[src/rtl/data_mem_axil_slave.sv]
// AXI4-Lite slave in front of a single-port synchronous word RAM.
// One transaction in flight; writes win over reads arriving together.
module data_mem_axil_slave #(
    parameter int unsigned MEM_AW = 10
) (
    input  logic              s_aclk,
    input  logic              s_aresetn,
    input  logic [31:0]       s_axi_awaddr,
    input  logic              s_axi_awvalid,
    output logic              s_axi_awready,
    input  logic [31:0]       s_axi_wdata,
    input  logic [3:0]        s_axi_wstrb,
    input  logic              s_axi_wvalid,
    output logic              s_axi_wready,
    output logic [1:0]        s_axi_bresp,
    output logic              s_axi_bvalid,
    input  logic              s_axi_bready,
    input  logic [31:0]       s_axi_araddr,
    input  logic              s_axi_arvalid,
    output logic              s_axi_arready,
    output logic [31:0]       s_axi_rdata,
    output logic [1:0]        s_axi_rresp,
    output logic              s_axi_rvalid,
    input  logic              s_axi_rready,
    output logic              ram_en,
    output logic [3:0]        ram_we,
    output logic [MEM_AW-1:0] ram_addr,
    output logic [31:0]       ram_wdata,
    input  logic [31:0]       ram_rdata
);

    localparam int unsigned DW     = 32;
    localparam int unsigned ADDR_W = 32;
    localparam int unsigned STRB_W = 4;
    localparam int unsigned LSB    = 2;
    localparam int unsigned MSB    = MEM_AW + LSB;

    localparam logic [1:0] RESP_OKAY   = 2'b00;
    localparam logic [1:0] RESP_SLVERR = 2'b10;

    typedef enum logic [2:0] {
        IDLE,
        WR,
        BRESP,
        RD,
        RDRESP
    } state_t;

    state_t              state_q, state_d;
    logic                rdy_q;
    logic                aw_cap_q, aw_cap_d;
    logic                w_cap_q, w_cap_d;
    logic [MEM_AW-1:0]   addr_q, addr_d;
    logic                err_q, err_d;
    logic [DW-1:0]       wdata_q, wdata_d;
    logic [STRB_W-1:0]   wstrb_q, wstrb_d;
    logic                bvalid_q, bvalid_d;
    logic [1:0]          bresp_q, bresp_d;
    logic                rvalid_q, rvalid_d;
    logic [1:0]          rresp_q, rresp_d;
    logic [DW-1:0]       rdata_q, rdata_d;
    logic                ram_en_q, ram_en_d;
    logic [STRB_W-1:0]   ram_we_q, ram_we_d;
    logic [MEM_AW-1:0]   ram_addr_q, ram_addr_d;
    logic [DW-1:0]       ram_wdata_q, ram_wdata_d;

    logic                idle_open;
    logic                aw_hs, w_hs, ar_hs;
    logic                aw_err, ar_err;
    logic                addr_lsb_unused;

    // Any address bit above the RAM window makes the access an error.
    function automatic logic addr_err(input logic [ADDR_W-1:0] a);
        return |a[ADDR_W-1:MSB];
    endfunction

    // Byte-offset bits carry no meaning for a word RAM.
    assign addr_lsb_unused = ^{s_axi_awaddr[LSB-1:0], s_axi_araddr[LSB-1:0]};

    // Ready/handshake decode; rdy_q holds readies low until the first edge out of reset.
    assign idle_open     = rdy_q && (state_q == IDLE);
    assign s_axi_awready = idle_open && !aw_cap_q;
    assign s_axi_wready  = idle_open && !w_cap_q;
    assign s_axi_arready = idle_open && !aw_cap_q && !w_cap_q &&
                           !s_axi_awvalid && !s_axi_wvalid;
    assign aw_hs  = s_axi_awvalid && s_axi_awready;
    assign w_hs   = s_axi_wvalid && s_axi_wready;
    assign ar_hs  = s_axi_arvalid && s_axi_arready;
    assign aw_err = addr_err(s_axi_awaddr);
    assign ar_err = addr_err(s_axi_araddr);

    assign s_axi_bvalid = bvalid_q;
    assign s_axi_bresp  = bresp_q;
    assign s_axi_rvalid = rvalid_q;
    assign s_axi_rresp  = rresp_q;
    assign s_axi_rdata  = rdata_q;
    assign ram_en       = ram_en_q;
    assign ram_we       = ram_we_q;
    assign ram_addr     = ram_addr_q;
    assign ram_wdata    = ram_wdata_q;

    // State, capture and output registers.
    always_ff @(posedge s_aclk or negedge s_aresetn) begin
        if (!s_aresetn) begin
            state_q     <= IDLE;
            rdy_q       <= 1'b0;
            aw_cap_q    <= 1'b0;
            w_cap_q     <= 1'b0;
            addr_q      <= '0;
            err_q       <= 1'b0;
            wdata_q     <= '0;
            wstrb_q     <= '0;
            bvalid_q    <= 1'b0;
            bresp_q     <= RESP_OKAY;
            rvalid_q    <= 1'b0;
            rresp_q     <= RESP_OKAY;
            rdata_q     <= '0;
            ram_en_q    <= 1'b0;
            ram_we_q    <= '0;
            ram_addr_q  <= '0;
            ram_wdata_q <= '0;
        end else begin
            state_q     <= state_d;
            rdy_q       <= 1'b1;
            aw_cap_q    <= aw_cap_d;
            w_cap_q     <= w_cap_d;
            addr_q      <= addr_d;
            err_q       <= err_d;
            wdata_q     <= wdata_d;
            wstrb_q     <= wstrb_d;
            bvalid_q    <= bvalid_d;
            bresp_q     <= bresp_d;
            rvalid_q    <= rvalid_d;
            rresp_q     <= rresp_d;
            rdata_q     <= rdata_d;
            ram_en_q    <= ram_en_d;
            ram_we_q    <= ram_we_d;
            ram_addr_q  <= ram_addr_d;
            ram_wdata_q <= ram_wdata_d;
        end
    end

    // Next-state and registered-output logic; RAM strobes are single-cycle pulses.
    always_comb begin
        state_d     = state_q;
        aw_cap_d    = aw_cap_q;
        w_cap_d     = w_cap_q;
        addr_d      = addr_q;
        err_d       = err_q;
        wdata_d     = wdata_q;
        wstrb_d     = wstrb_q;
        bvalid_d    = bvalid_q;
        bresp_d     = bresp_q;
        rvalid_d    = rvalid_q;
        rresp_d     = rresp_q;
        rdata_d     = rdata_q;
        ram_en_d    = 1'b0;
        ram_we_d    = '0;
        ram_addr_d  = ram_addr_q;
        ram_wdata_d = ram_wdata_q;

        case (state_q)
            IDLE: begin
                if (aw_hs) begin
                    aw_cap_d = 1'b1;
                    addr_d   = s_axi_awaddr[MSB-1:LSB];
                    err_d    = aw_err;
                end
                if (w_hs) begin
                    w_cap_d = 1'b1;
                    wdata_d = s_axi_wdata;
                    wstrb_d = s_axi_wstrb;
                end
                if (aw_cap_q && w_cap_q) begin
                    state_d     = WR;
                    ram_en_d    = !err_q;
                    ram_we_d    = err_q ? STRB_W'(0) : wstrb_q;
                    ram_addr_d  = addr_q;
                    ram_wdata_d = wdata_q;
                end else if (ar_hs) begin
                    state_d    = RD;
                    ram_en_d   = !ar_err;
                    ram_addr_d = s_axi_araddr[MSB-1:LSB];
                    err_d      = ar_err;
                end
            end
            WR: begin
                state_d  = BRESP;
                bvalid_d = 1'b1;
                bresp_d  = err_q ? RESP_SLVERR : RESP_OKAY;
            end
            BRESP: begin
                if (s_axi_bready) begin
                    state_d  = IDLE;
                    bvalid_d = 1'b0;
                    aw_cap_d = 1'b0;
                    w_cap_d  = 1'b0;
                end
            end
            RD: begin
                state_d = RDRESP;
            end
            RDRESP: begin
                if (!rvalid_q) begin
                    rvalid_d = 1'b1;
                    rdata_d  = err_q ? DW'(0) : ram_rdata;
                    rresp_d  = err_q ? RESP_SLVERR : RESP_OKAY;
                end else if (s_axi_rready) begin
                    rvalid_d = 1'b0;
                    state_d  = IDLE;
                end
            end
            default: begin
                state_d = IDLE;
            end
        endcase
    end

endmodule
[config.mk]
export PLATFORM = sky130hd
export DESIGN_NAME = data_mem_axil_slave
export DESIGN_NICKNAME = d
export VERILOG_FILES = /design/src/rtl/data_mem_axil_slave.sv
export SDC_FILE = /design/constraint.sdc
export NUM_CORES = 1
export LEC_CHECK = 0
export CELL_PAD_IN_SITES_DETAIL_PLACEMENT = 0
export CELL_PAD_IN_SITES_GLOBAL_PLACEMENT = 1
export CORE_MARGIN = 2
export CORE_UTILIZATION = 33
export CTS_CLUSTER_DIAMETER = 100
export DETAILED_ROUTE_END_ITERATION = 10
export MAX_ROUTING_LAYER = met4
export PLACE_DENSITY_LB_ADDON = 0.1
export SLEW_MARGIN = 10
export SYNTH_ARGS = -nofsm -noshare
export SYNTH_HDL_FRONTEND = slang
export SYNTH_SLANG_ARGS = --single-unit
[constraint.sdc]
create_clock -name s_aclk -period 2.5 [get_ports s_aclk]
set_input_delay 0.5 -clock s_aclk [delete_from_list [all_inputs] [get_ports s_aclk]]
set_output_delay 0.5 -clock s_aclk [all_outputs]
set_load 0.005 [all_outputs]
==> impl_metrics.tcl, run 1 <==
set metrics [dict create \
    period_needed_ns 2.256 \
    io_buffers 220 \
    dr.max_layer_used "met4" \
    relSlewSlack 0.5399 \
    cts_tree "yes" \
    drtIter0Drc 118 \
    p_leak_uw 0.003854 \
    ys_seq_elements 136 \
    finalClockSkew_ns 0.01015 \
    tightestPinTransition_ns 0.6902 \
    start_util 0.3373 \
    rsz0062_at_grt "false" \
    ant_nets 0 \
    p_per_area_nw_per_um2 1157 \
    hold_viol_final 0 \
    layout_setup_ws_ns 0.2444 \
    wl_met3_um 904 \
    pin_count 227 \
    cts_made_buffers 17 \
    grt_start_max_net_pins 72 \
    routed_via_density 4.501 \
    cts_buffer_depth 2 \
    crit_path_end_kind "output pin" \
    cp-start-kind "flop" \
    seqCellArea_um2 3405 \
    ys_seq_area_frac 0.6105 \
    path_cells "or4b_4, nor2_1, dlygate4sd2_1" \
    drt_drc_violations_left 0 \
    grt_pass1_vias 4286 \
    setup_tns_ns 0 \
    wl_per_cell_um 15.59 \
    synthFlopType "dfrtp_1" \
    dp_cells 859 \
    timing.critical_path.buf_inv 1 \
    synthCells 428 \
    crit_arrival_ns 1.76 \
    wl_met1_um 6169 \
    core_area_um2 16520 \
    dr.pass1.iters 4 \
    status "finished clean" \
    area_growth_pct 56.36 \
    syn-mean-instance-area_um2 13.02 \
    critPathKind "reg2out" \
    rows 47 \
    drive_gt1_frac 0.2039 \
    wl_um 13910 \
    finalNetCount 800 \
    final.fill_count 1452 \
    fmax_ghz 0.4433 \
    pre_cts_ws_ns 0.1298 \
    die_w_um 134.0 \
    htreeDepth 4 \
    dieArea_um2 17950 \
    maxCapViolCount 0 \
    cts_root_buffer "clkbuf_16" \
    vias 4015 \
    synthArstFlopShare 1.000 \
    multi_input_area_um2 2038 \
    cts_sinks 136 \
    slowest_stage "or4b_4" \
    finalCritPeriodShare 0.9022 \
    grt_overflow 0 \
    cp_top_family "simple AND/OR/NAND/NOR gates" \
    worst-path-max-fanout 2 \
    insertion_delay_ns 0.42 \
    slew_violations 0 \
    synth_cell_type_count 33 \
    grt_pass1_wl_um 22580 \
    cts.clk_slew.worst_paths_ns 0.06 \
    synth-edff-count 0 \
    wl_met2_um 6553 \
    synth_area_um2 5574 \
    ir_drop_uv 475.6 \
    max_stage_delay_ns 0.58 \
    antenna_found_initial 0 \
    dp_hpwl_um 10070 \
    crit_required_ns 2.00 \
    die_h_um 134.0 \
    layout.cells.non_filler 892 \
    cts_hold_buf 0 \
    gp_congestion 0.7137 \
    antenna_cells 0 \
    grt_usage 0.1682 \
    ys_warn_count 0 \
    hold_path.class "in2async" \
    finalSetupViolations 0 \
]
==> worst paths after layout <==
| check | startpoint | endpoint | slack [ns] | cells after the start |
|---|---|---|---|---|
| worst min-delay path | s_aresetn | s_axi_rdata[7] | 0.08 | 1 |
| max in group asynchronous | s_aresetn | ram_we[3] | 1.68 | 2 |
| worst max-delay path | state_q[1] | s_axi_awready | 0.24 | 3 |
| worst min register to register | s_axi_rdata[24] | s_axi_rdata[24] | 0.48 | 2 |
| min in group s_aclk | s_axi_rdata[24] | s_axi_rdata[24] | 0.48 | 2 |
| worst max register to register | state_q[0] | ram_wdata[25] | 0.39 | 4 |
==> cells in the mapped netlist (3+ instances only) <==
cell      instances  area share
and2_1            6      0.0067
buf_2             3      0.0027
buf_6             4      0.0081
clkbuf_1         15       0.010
dfrtp_1         136        0.61
inv_1             3      0.0020
mux2_2           51        0.10
mux2_4           29       0.078
mux2i_1          10       0.018
nand2_1          45       0.030
nand2b_1         32       0.036
nand3_1          13       0.012
nor2_1            3      0.0020
nor3_1            4      0.0036
nor4_1           11       0.012
o21ai_0          39       0.035
o21ai_1           5      0.0045
==> layer usage <==
metal | vias up | GRT usage
li1 | 1936 | -
met3 | 19 | 0.04951
met2 | 130 | 0.2587
met5 | - | -
met4 | 0 | 0.06797
met1 | 1930 | 0.2087
==> stage by stage <==
| stage | instance area [um^2] | util | hold slack, ns | total power (uW) |
|---|---|---|---|---|
| after floorplan | 5578 | - | 0.2044 | 5560 |
| final | 8716 | 0.5274 | 0.07818 | 10080 |
| after global placement | 8088 | 0.4894 | 0.4553 | 7521 |
| after detailed placement | 8088 | 0.4894 | 0.4616 | 7645 |
| after CTS | 8713 | 0.5273 | 0.1083 | 10250 |
| after global routing | 8716 | 0.5274 | 0.1271 | 10750 |
==> worst reg2reg max path: stages, from the launching register on <==
cell and delay, ns:
dfrtp_1 0.40, buf_4 0.15, or4_2 0.89, buf_4 0.28, mux2_2 0.27
==> where the power goes <==
| part | total (uW) | leakage [uW] | internal (uW) | switching, uW |
|---|---|---|---|---|
| clock network | 2530 | 0.000290 | 1570 | 956 |
| registers | 3830 | 0.00162 | 3270 | 566 |
| logic | 3720 | 0.00194 | 2470 | 1250 |
==> sequential cells by signal, indices dropped and copies added (netlist names) <==
register	flops
ram_wdata	32
s_axi_rvalid	1
wstrb_q	4
addr_q	10
s_axi_rresp	1
s_axi_bresp	1
s_axi_bvalid	1
state_q	3
ram_addr	10
w_cap_q	1
rdy_q	1
err_q	1
ram_we	4
aw_cap_q	1
ram_en	1
s_axi_rdata	32
wdata_q	32
==> cell usage in the layout, fill, tap and decap left out, types with 2 or more instances in the layout <==
cell | Yosys | final
clkdlybuf4s50_1 | 0 | 216
dfrtp_1 | 136 | 135
mux2_2 | 51 | 51
nand2_1 | 45 | 44
o21ai_0 | 39 | 39
nand2b_1 | 32 | 32
mux2_4 | 29 | 29
clkbuf_16 | 0 | 17
buf_4 | 2 | 14
nand3_1 | 13 | 13
nor4_1 | 11 | 11
mux2i_1 | 10 | 10
and2_1 | 6 | 6
o21ai_1 | 5 | 5
clkinv_4 | 0 | 5
nor3_1 | 4 | 4
buf_12 | 0 | 4
nor2_1 | 3 | 3
inv_1 | 3 | 3
conb_1 | 2 | 3
inv_6 | 0 | 3
bufinv_16 | 0 | 3
a21oi_1 | 2 | 2
dlygate4sd2_1 | 0 | 2
==> cell type report <==
class                      count  share of cell area
inverter                       3            0.001292
sequential                   136              0.3906
clock buffer                  17             0.04881
timing repair buffer         238              0.2740
clock inverter                13             0.01981
tap                          220             0.03158
multi-input combinational    265              0.2338
==> logic make-up (layout without fill, tap and decap cells) <==
logic type	after synthesis	in the layout	share of synthesized area
mux	90	90	0.1991
flops	136	136	0.6105
simple gates	124	124	0.1185
buf+inv	28	271	0.02626
compound gates	48	48	0.04422
other cells	2	3	0.001347
==> timing repair <==
| action | 4_1_cts | 5_1_grt |
|---|---|---|
| endpoints found under the hold margin | 0 | 0 |
| endpoints found under the setup margin | 2 | 1 |
| pin swaps | 2 | 0 |
| gates resized for setup | 4 | 1 |
| buffers inserted | 3 | 0 |
(Power assumes the default switching activity.)
==> run 2, diff against run 1 <==
- HOLD_SLACK_MARGIN: default -> 0.05
==> results of run 2 <==
Final layout, timing and power as in run 1 (identical DEF).
